<file path="config.mk">
export PLATFORM = sky130hd
export DESIGN_NAME = mul_rr_sequencer
export DESIGN_NICKNAME = d
export VERILOG_FILES = /design/src/rtl/mul_pkg.sv /design/src/rtl/mul_shift_add_core.sv /design/src/rtl/mul_rr_sequencer.sv
export SDC_FILE = /design/constraint.sdc
export NUM_CORES = 1
export LEC_CHECK = 0
export ABC_AREA = 1
export CAP_MARGIN = 20
export CORE_AREA = 5 5 74 76
export DETAILED_ROUTE_END_ITERATION = 6
export DIE_AREA = 0 0 79 81
export GPL_TIMING_DRIVEN = 0
export HOLD_SLACK_MARGIN = 0.15
export MAX_ROUTING_LAYER = met4
export PLACE_DENSITY = 0.67
export SETUP_SLACK_MARGIN = 0.1
export SYNTH_ARGS = -nofsm -noshare
export SYNTH_HDL_FRONTEND = slang
export SYNTH_HIERARCHICAL = 1
export SYNTH_SLANG_ARGS = --single-unit
</file>
<file path="constraint.sdc">
create_clock -name clk -period 2.5 [get_ports clk]
set_input_delay 0.75 -clock clk [delete_from_list [all_inputs] [get_ports clk]]
set_output_delay 0.75 -clock clk [all_outputs]
set_load 0.01 [all_outputs]
</file>
<file path="src/rtl/mul_pkg.sv">
// +----------------------------------------------------------------------------+
// | Module      : mul_pkg                                                      |
// | Description : Shared types and sizing helpers for the shared multiplier.   |
// | Revision    : 1.0                                                          |
// +----------------------------------------------------------------------------+
`default_nettype none

package mul_pkg;

  typedef enum logic [1:0] {
    ST_IDLE = 2'd0,
    ST_RUN  = 2'd1,
    ST_RESP = 2'd2
  } state_t;

  localparam int DEF_WIDTH = 4;
  localparam int CNT_W     = $clog2(DEF_WIDTH + 1);

  // Counter width able to hold the value WIDTH itself (the "done" count).
  function automatic int cnt_width(input int width);
    return $clog2(width + 1);
  endfunction

endpackage

`default_nettype wire

</file>
<file path="src/rtl/mul_shift_add_core.sv">
// +----------------------------------------------------------------------------+
// | Module      : mul_shift_add_core                                           |
// | Description : Sequential unsigned shift-add multiplier, one bit per step.  |
// | Revision    : 1.0                                                          |
// +----------------------------------------------------------------------------+
`default_nettype none

module mul_shift_add_core
  import mul_pkg::*;
#(
  parameter int WIDTH = 4,
  parameter int CNT_W = cnt_width(WIDTH)
) (
  input  logic               clk,
  input  logic               rst_n,
  input  logic               load,
  input  logic               step,
  input  logic [WIDTH-1:0]   a_in,
  input  logic [WIDTH-1:0]   b_in,
  output logic [2*WIDTH-1:0] product,
  output logic               done
);

  localparam logic [CNT_W-1:0] c_last = CNT_W'(WIDTH);

  logic [WIDTH-1:0]   r_a;
  logic [WIDTH-1:0]   r_b;
  logic [2*WIDTH-1:0] r_acc;
  logic [CNT_W-1:0]   r_cnt;
  logic [2*WIDTH-1:0] w_addend;

  assign w_addend = {{WIDTH{1'b0}}, r_a} << r_cnt;
  assign done     = (r_cnt == c_last);
  assign product  = r_acc;

  // Step is ignored once WIDTH partial products have been summed.
  always_ff @(posedge clk or negedge rst_n) begin
    if (!rst_n) begin
      r_a   <= '0;
      r_b   <= '0;
      r_acc <= '0;
      r_cnt <= '0;
    end else if (load) begin
      r_a   <= a_in;
      r_b   <= b_in;
      r_acc <= '0;
      r_cnt <= '0;
    end else if (step && !done) begin
      if (r_b[0]) begin
        r_acc <= r_acc + w_addend;
      end
      r_b   <= r_b >> 1;
      r_cnt <= r_cnt + CNT_W'(1);
    end
  end

endmodule

`default_nettype wire

</file>
<file path="src/rtl/mul_rr_sequencer.sv">
// +----------------------------------------------------------------------------+
// | Module      : mul_rr_sequencer                                             |
// | Description : Round-robin sharing of one shift-add multiplier by two       |
// |               requesters, with an ID-tagged held response channel.        |
// | Revision    : 1.0                                                          |
// +----------------------------------------------------------------------------+
`default_nettype none

module mul_rr_sequencer
  import mul_pkg::*;
#(
  parameter int WIDTH = 4
) (
  input  logic               clk,
  input  logic               rst_n,
  input  logic               ena,
  input  logic               req0_valid,
  input  logic [WIDTH-1:0]   req0_a,
  input  logic [WIDTH-1:0]   req0_b,
  output logic               req0_ready,
  input  logic               req1_valid,
  input  logic [WIDTH-1:0]   req1_a,
  input  logic [WIDTH-1:0]   req1_b,
  output logic               req1_ready,
  output logic               resp_valid,
  input  logic               resp_ready,
  output logic               resp_id,
  output logic [2*WIDTH-1:0] resp_product,
  output logic               busy
);

  state_t             r_state;
  state_t             w_state_nxt;
  logic               r_rr_ptr;
  logic               r_id;
  logic               w_grant0;
  logic               w_grant1;
  logic               w_accept;
  logic               w_load;
  logic               w_step;
  logic               w_done;
  logic [WIDTH-1:0]   w_a_sel;
  logic [WIDTH-1:0]   w_b_sel;
  logic [2*WIDTH-1:0] w_product;

  // rr_ptr names the requester that wins a tie.
  assign w_grant0 = req0_valid && (!req1_valid || !r_rr_ptr);
  assign w_grant1 = req1_valid && (!req0_valid ||  r_rr_ptr);
  assign w_accept = (r_state == ST_IDLE) && ena && rst_n && (req0_valid || req1_valid);
  assign w_a_sel  = w_grant1 ? req1_a : req0_a;
  assign w_b_sel  = w_grant1 ? req1_b : req0_b;

  always_comb begin
    w_state_nxt = r_state;
    w_load      = 1'b0;
    w_step      = 1'b0;
    req0_ready  = 1'b0;
    req1_ready  = 1'b0;
    case (r_state)
      ST_IDLE: begin
        if (w_accept) begin
          req0_ready  = w_grant0;
          req1_ready  = w_grant1;
          w_load      = 1'b1;
          w_state_nxt = ST_RUN;
        end
      end
      ST_RUN: begin
        // The done check costs one extra cycle, giving WIDTH+1 total latency.
        if (ena) begin
          if (w_done) begin
            w_state_nxt = ST_RESP;
          end else begin
            w_step = 1'b1;
          end
        end
      end
      ST_RESP: begin
        if (ena && resp_ready) begin
          w_state_nxt = ST_IDLE;
        end
      end
      default: w_state_nxt = ST_IDLE;
    endcase
  end

  always_ff @(posedge clk or negedge rst_n) begin
    if (!rst_n) begin
      r_state  <= ST_IDLE;
      r_rr_ptr <= 1'b0;
      r_id     <= 1'b0;
    end else begin
      r_state <= w_state_nxt;
      if (w_load) begin
        r_rr_ptr <= w_grant0;
        r_id     <= w_grant1;
      end
    end
  end

  mul_shift_add_core #(
    .WIDTH (WIDTH)
  ) u_core (
    .clk     (clk),
    .rst_n   (rst_n),
    .load    (w_load),
    .step    (w_step),
    .a_in    (w_a_sel),
    .b_in    (w_b_sel),
    .product (w_product),
    .done    (w_done)
  );

  assign resp_valid   = (r_state == ST_RESP);
  assign resp_id      = r_id;
  assign resp_product = w_product;
  assign busy         = (r_state != ST_IDLE);

endmodule

`default_nettype wire

</file>
==> qor_table.md <==
| Metric | Reported | Unit |
|---|---|---|
| Count of different cell masters after synthesis | 30 | - |
| GRT Resource Usage Total | 12.6 | % |
| Number of buffers added on ports | 34 | - |
| Leading cell type in the layout, fill and taps excluded | sky130_fd_sc_hd__nand2_1 | - |
| Peak per-stage delay on the critical path | 250 | ps |
| Total placed cells including tap cells | 314 | - |
| Combined buffer and inverter count along the critical path | 3 | - |
| Cell with the biggest individual delay on the critical path | sky130_fd_sc_hd__dlygate4sd2_1 | - |
| Endpoint class of the critical path | output pin | - |
| Die Outline Area | 0.00640 | mm^2 |
| Worst ir drop on vdd | 0.306 | mV |
| Global-route wire length before repair | 6350 | um |
| Data required, critical path | 1750 | ps |
| H-tree depth | 1 | - |
| Detail Route Antenna Nets | 0 | - |
| Clock transition at the registers of the reported paths | 80 | ps |
| Die Span X | 79 | um |
| Utilization after layout | 45.1 | % |
| Outcome | complete, no violations | - |
| Gate count after technology mapping | 226 | - |
| Top-level I/O count | 35 | - |
| Number of antenna violations at the first check in global routing | 0 | - |
| CTS root buffer | sky130_fd_sc_hd__clkbuf_8 | - |
| Vias/cell | 4.70 | - |
| Synth-to-Final Area Change | 28.0 | % |
| Max-cap viol count | 0 | - |
| Commonest cells after routing, fill and taps aside | sky130_fd_sc_hd__nand2_1 (85), sky130_fd_sc_hd__clkdlybuf4s50_1 (28), sky130_fd_sc_hd__dfrtp_1 (23) | - |
| Final Hold Viols | 0 | - |
| Number of nets in the layout | 298 | - |
| CTS Buf Count | 3 | - |
| Row cnt | 25 | - |
| Worst slew margin relative to its limit | 69.8 | % |
| Post-DP HPWL | 2840 | um |
| Critical Path Fanout Max | 4 | - |
| Vert. Die Dim | 81 | um |
| Clk Latency, worst-skew pair | 260 | ps |
| Non-filler instance count after layout | 319 | - |
| Worst-case clock buffer depth | 2 | - |
| RSZ-0062 raised after global routing | false | - |
| Pin count of the biggest net entering global routing | 25 | - |
| Pwr per Cell Area | 1000 | mW/mm^2 |
| Startpoint kind of the worst setup timing path | input port | - |
| Final worst clock skew | 2.61 | ps |
| Gr ovfl total | 0 | - |
| Total number of vias | 1,499 | - |
| Cells along the critical path | dlygate4sd2_1 -> nand2_1 -> nor2_1 -> nand3_2 -> inv_1 -> clkdlybuf4s15_2 | - |
| Min Clock Period, post-route | 2300 | ps |
| Average routed wire per standard cell | 11.0 | um |
| Count of yosys warnings during synthesis | 6 | - |
| Part of the Yosys area used for sequential elements | 35.1 | % |
| Setup CP Type | input port to output pin | - |
| Fin. max-slew vios | 0 | - |
| Post-synthesis net count | 258 | - |
| Iteration count of the initial detailed-routing pass | 4 | - |
| Total wirelength of the detailed-routed design | 3510 | um |
| Worst slack after detailed placement | -1300 | ps |
| Layout cell share with drive strength beyond 1 | 12.1 | % |
| Count of inserted antenna diode cells | 0 | - |
| TritonCTS sink count | 23 | - |
| CTS tree | done | - |
| Starting Density | 35.2 | % |
| 1st-iter DRT viols | 97 | - |
| Period utilization | 91.8 | % |
| Cell area after technology mapping | 0.00164 | mm^2 |
| Gpl congestion | 0.785 | - |
| DRC violations left | 0 | - |
| Maximum clock frequency | 0.436 | GHz |
| Area of the core | 0.00466 | mm^2 |
| Placed instance area | 0.00205 | mm^2 |
| Setup ws final | 205 | ps |
| Leakage power | 1.13 | nW |
| Number of global-route vias before repair | 1,466 | - |
| CP arrival | 1550 | ps |
| Slew at the pin closest to its max-slew limit | 452 | ps |
| Kind of cell adding the most delay to the critical path | buffers and inverters | - |
| Mean instance size in the synthesized netlist | 7.26 | um^2 |
| Number of setup violations in the final report | 0 | - |
| Post-route design area | 0.00210 | mm^2 |
| Kind of path behind the tightest hold check | input port to asynchronous set/reset pin | - |
| Post-synthesis register bit count | 23 | - |
==> routing by layer <==
metal  part of all wire, %  global-route usage [%]  wire length (um)  up-vias
met5                     0                       -                 0        -
met4                   2.0                    5.67                70        0
met3                   3.0                   0.998               105        5
met2                    48                    22.1              1670       24
met1                    47                    14.9              1670      666
li1                      -                       -                 -      804
==> where the power goes <==
part	switching [W]	internal, W
combinational	0.000695	0.000514
sequential	0.000142	0.000524
clock	0.000116	0.000114
==> path summary, 6_finish.rpt <==
path,start,to,slack [ps],cells after the start
min in group clk,resp_id,resp_id,490,2
hold / removal,rst_n,resp_id,300,1
hold reg to reg,resp_id,resp_id,490,2
max in group asynchronous,rst_n,r_state[1],2030,1
setup / recovery,ena,req1_ready,200,6
setup reg to reg,u_core/r_cnt[1],u_core/product[6],340,11
==> cell families after synthesis <==
group,share of synthesized area (%)
compound gates,10.3
buf+inv,7.93
xor+xnor,1.60
simple gates,37.0
fa+ha+maj,8.08
flops,35.1
==> cell usage after synthesis (all sizes together) <==
cell type	n	area, um^2
a211oi	1	7.51
a21oi	9	56.3
a22o	3	26.3
a31oi	1	6.26
buf	1	11.3
clkbuf	1	3.75
clkinv	1	5.00
dfrtp	23	576
fa	1	20.0
ha	9	113
inv	28	110
nand2	95	399
nand3	19	125
nand4	4	25.0
nor2	12	45.0
nor3b	1	7.51
o21ai	10	50.1
o21bai	1	7.51
o221ai	1	8.76
o22ai	1	6.26
or2	1	6.26
xnor2	2	17.5
xor2	1	8.76
==> stage by stage <==
| step | TNS (ps) | hold slack, ps | total power [W] |
|---|---|---|---|
| after floorplan | 0 | 453 | 0.00153 |
| after global placement | -15230 | 470 | 0.00186 |
| after detailed placement | -15150 | 469 | 0.00188 |
| after CTS | 0 | 323 | 0.00213 |
| after global routing | 0 | 309 | 0.00233 |
| final | 0 | 302 | 0.00210 |
==> sequential cells by signal (all words and copies together) (netlist names) <==
| name | count |
|---|---|
| r_rr_ptr | 1 |
| r_state | 2 |
| resp_id | 1 |
| u_core/product | 8 |
| u_core/r_a | 4 |
| u_core/r_b | 4 |
| u_core/r_cnt | 3 |
==> cell type report <==
type | count | area, um^2
Multi-Input combinational cell | 172 | 938
Fill cell | 466 | 2560
Buffer | 2 | 15.0
Inverter | 29 | 115
Timing Repair Buffer | 35 | 345
Clock buffer | 4 | 45.0
Tap cell | 54 | 67.6
Sequential cell | 23 | 576
==> repair_timing <==
| action | in CTS | in global routing |
|---|---|---|
| hold buffers | 0 | 0 |
| resized for setup | 17 | 2 |
| setup buffers | 1 | 0 |
| pin swaps | 2 | 0 |
| setup endpoints to repair | 21 | 1 |
(Power assumes the default switching activity.)
==> patch: new RTL, same settings <==
`WIDTH` is set to 4 in 2 places; all go to 3.
--- a/src/rtl/mul_shift_add_core.sv
+++ b/src/rtl/mul_shift_add_core.sv
@@ -10,3 +10,3 @@
 #(
-  parameter int WIDTH = 4,
+  parameter int WIDTH = 3,
   parameter int CNT_W = cnt_width(WIDTH)
--- a/src/rtl/mul_rr_sequencer.sv
+++ b/src/rtl/mul_rr_sequencer.sv
@@ -11,3 +11,3 @@
 #(
-  parameter int WIDTH = 4
+  parameter int WIDTH = 3
 ) (
Ports: changed (5 resized); port bits go from 35 to 29. The function was not compared with the original's and may differ.
==> patch against the original RTL <==
- worst setup slack lost 0.019 ns
- critical path depth is the same
- critical endpoint unchanged
- clock power grew 5%
- sequential cell count shrank 5
- cell area shrank 23%
- routed wire length shrank 27%
- sequential share of layout area grew 0.46 points
- area after synthesis shrank 27%
- combinational power shrank 35%
- die area is the same
- sequential power shrank 22%
- power shrank 27%
==> patch: results (changes against the original RTL) <==
- ClkCell Share: 0.0340 (+0.0126)
- Synth Area in XOR/XNOR: 0 (-0.0160)
- Synth top area cells: dfrtp_1 (38%), nand2_1 (20%), ha_1 (6.3%), nand3_1 (5.8%), inv_1 (5.6%)
- Slew headroom: 0.835 (+0.137)
- Pint: 910 uW (-21%)
- Layout cells sized above 1: 0.119 (-0.00194)
- R2R setup slack: 0.66 ns (+0.32 ns)
- Largest net degree at the start of global routing: 20 (-20%)
- Reg2reg path depth: 10 (-1)
- Critical path's slowest cell: clkdlybuf4s15_1
- Placed cells: 251 (-20%)
- TritonRoute pass-1 iters: 5 (+1)
- Non-filler cells, final: 256 (-20%)
- RR Startpoint: u_core/r_cnt[0]
- GP Congestion: 0.831 (+5.9%)
- Post-synthesis adder-cell area fraction: 0.0792 (-0.00154)
- DR WL/cell: 9.96 um (-9.5%)
- Multi-Input Combinational: 123 (-28%)
- WL met3: 198 um (+89%)
- Vias in the first global route: 1021 (-30%)
- Synth Area in Compound Gates: 0.102 (-0.000707)
- VDD IR max: 322 uV (+5.2%)
- Buffers added on ports: 28 (-18%)
- Critical path peak fanout: 3 (-1)
- Most frequent cells after synthesis: nand2_1 (64), dfrtp_1 (18), inv_1 (18), nand3_1 (14), nor2_1 (8)
- DRT met1 WL: 1.27 mm (-24%)
- Outcome: completed
- Non-Clock Inverter Count: 26 (-10%)
- Clock group total power: 242 uW (+5%)
- Synth Instances: 169 (-25%)
- Nets@finish: 228 (-23%)
- Metal2 WL: 1.06 mm (-37%)
- Post-DP HPWL: 1.99 mm (-30%)
- Yosys cell types: 25 (-17%)
- Syn nets: 194 (-25%)
patch: cell types whose count changed after synthesis, moves of 3 or more:
| cell | change |
|---|---|
| a21oi_1 | -6 |
| dfrtp_1 | -5 |
| ha_1 | -3 |
| inv_1 | -5 |
| inv_2 | +3 |
| nand2_1 | -22 |
| nand2_2 | -4 |
| nand2_4 | -4 |
| nand3_2 | -5 |
| nor2_1 | -4 |
| o21ai_2 | +3 |
patch: per-stage QoR:
step | instance area (um^2) | total power (uW) | hold slack, ns | worst slack (ns) | util
after detailed placement | 1550 | 1310 | 0.462 | -1.12 | 0.332
after global routing | 1620 | 1720 | 0.316 | 0.100 | 0.347
after CTS | 1610 | 1570 | 0.359 | 0.133 | 0.346
after floorplan | 1200 | 1040 | 0.453 | 0.593 | -
after global placement | 1550 | 1300 | 0.455 | -1.12 | 0.332
final | 1620 | 1540 | 0.316 | 0.186 | 0.347
patch: kinds of logic after synthesis:
group | after synthesis
fa+ha+maj | 7
flops | 18
simple gates | 96
compound gates | 20
buf+inv | 28
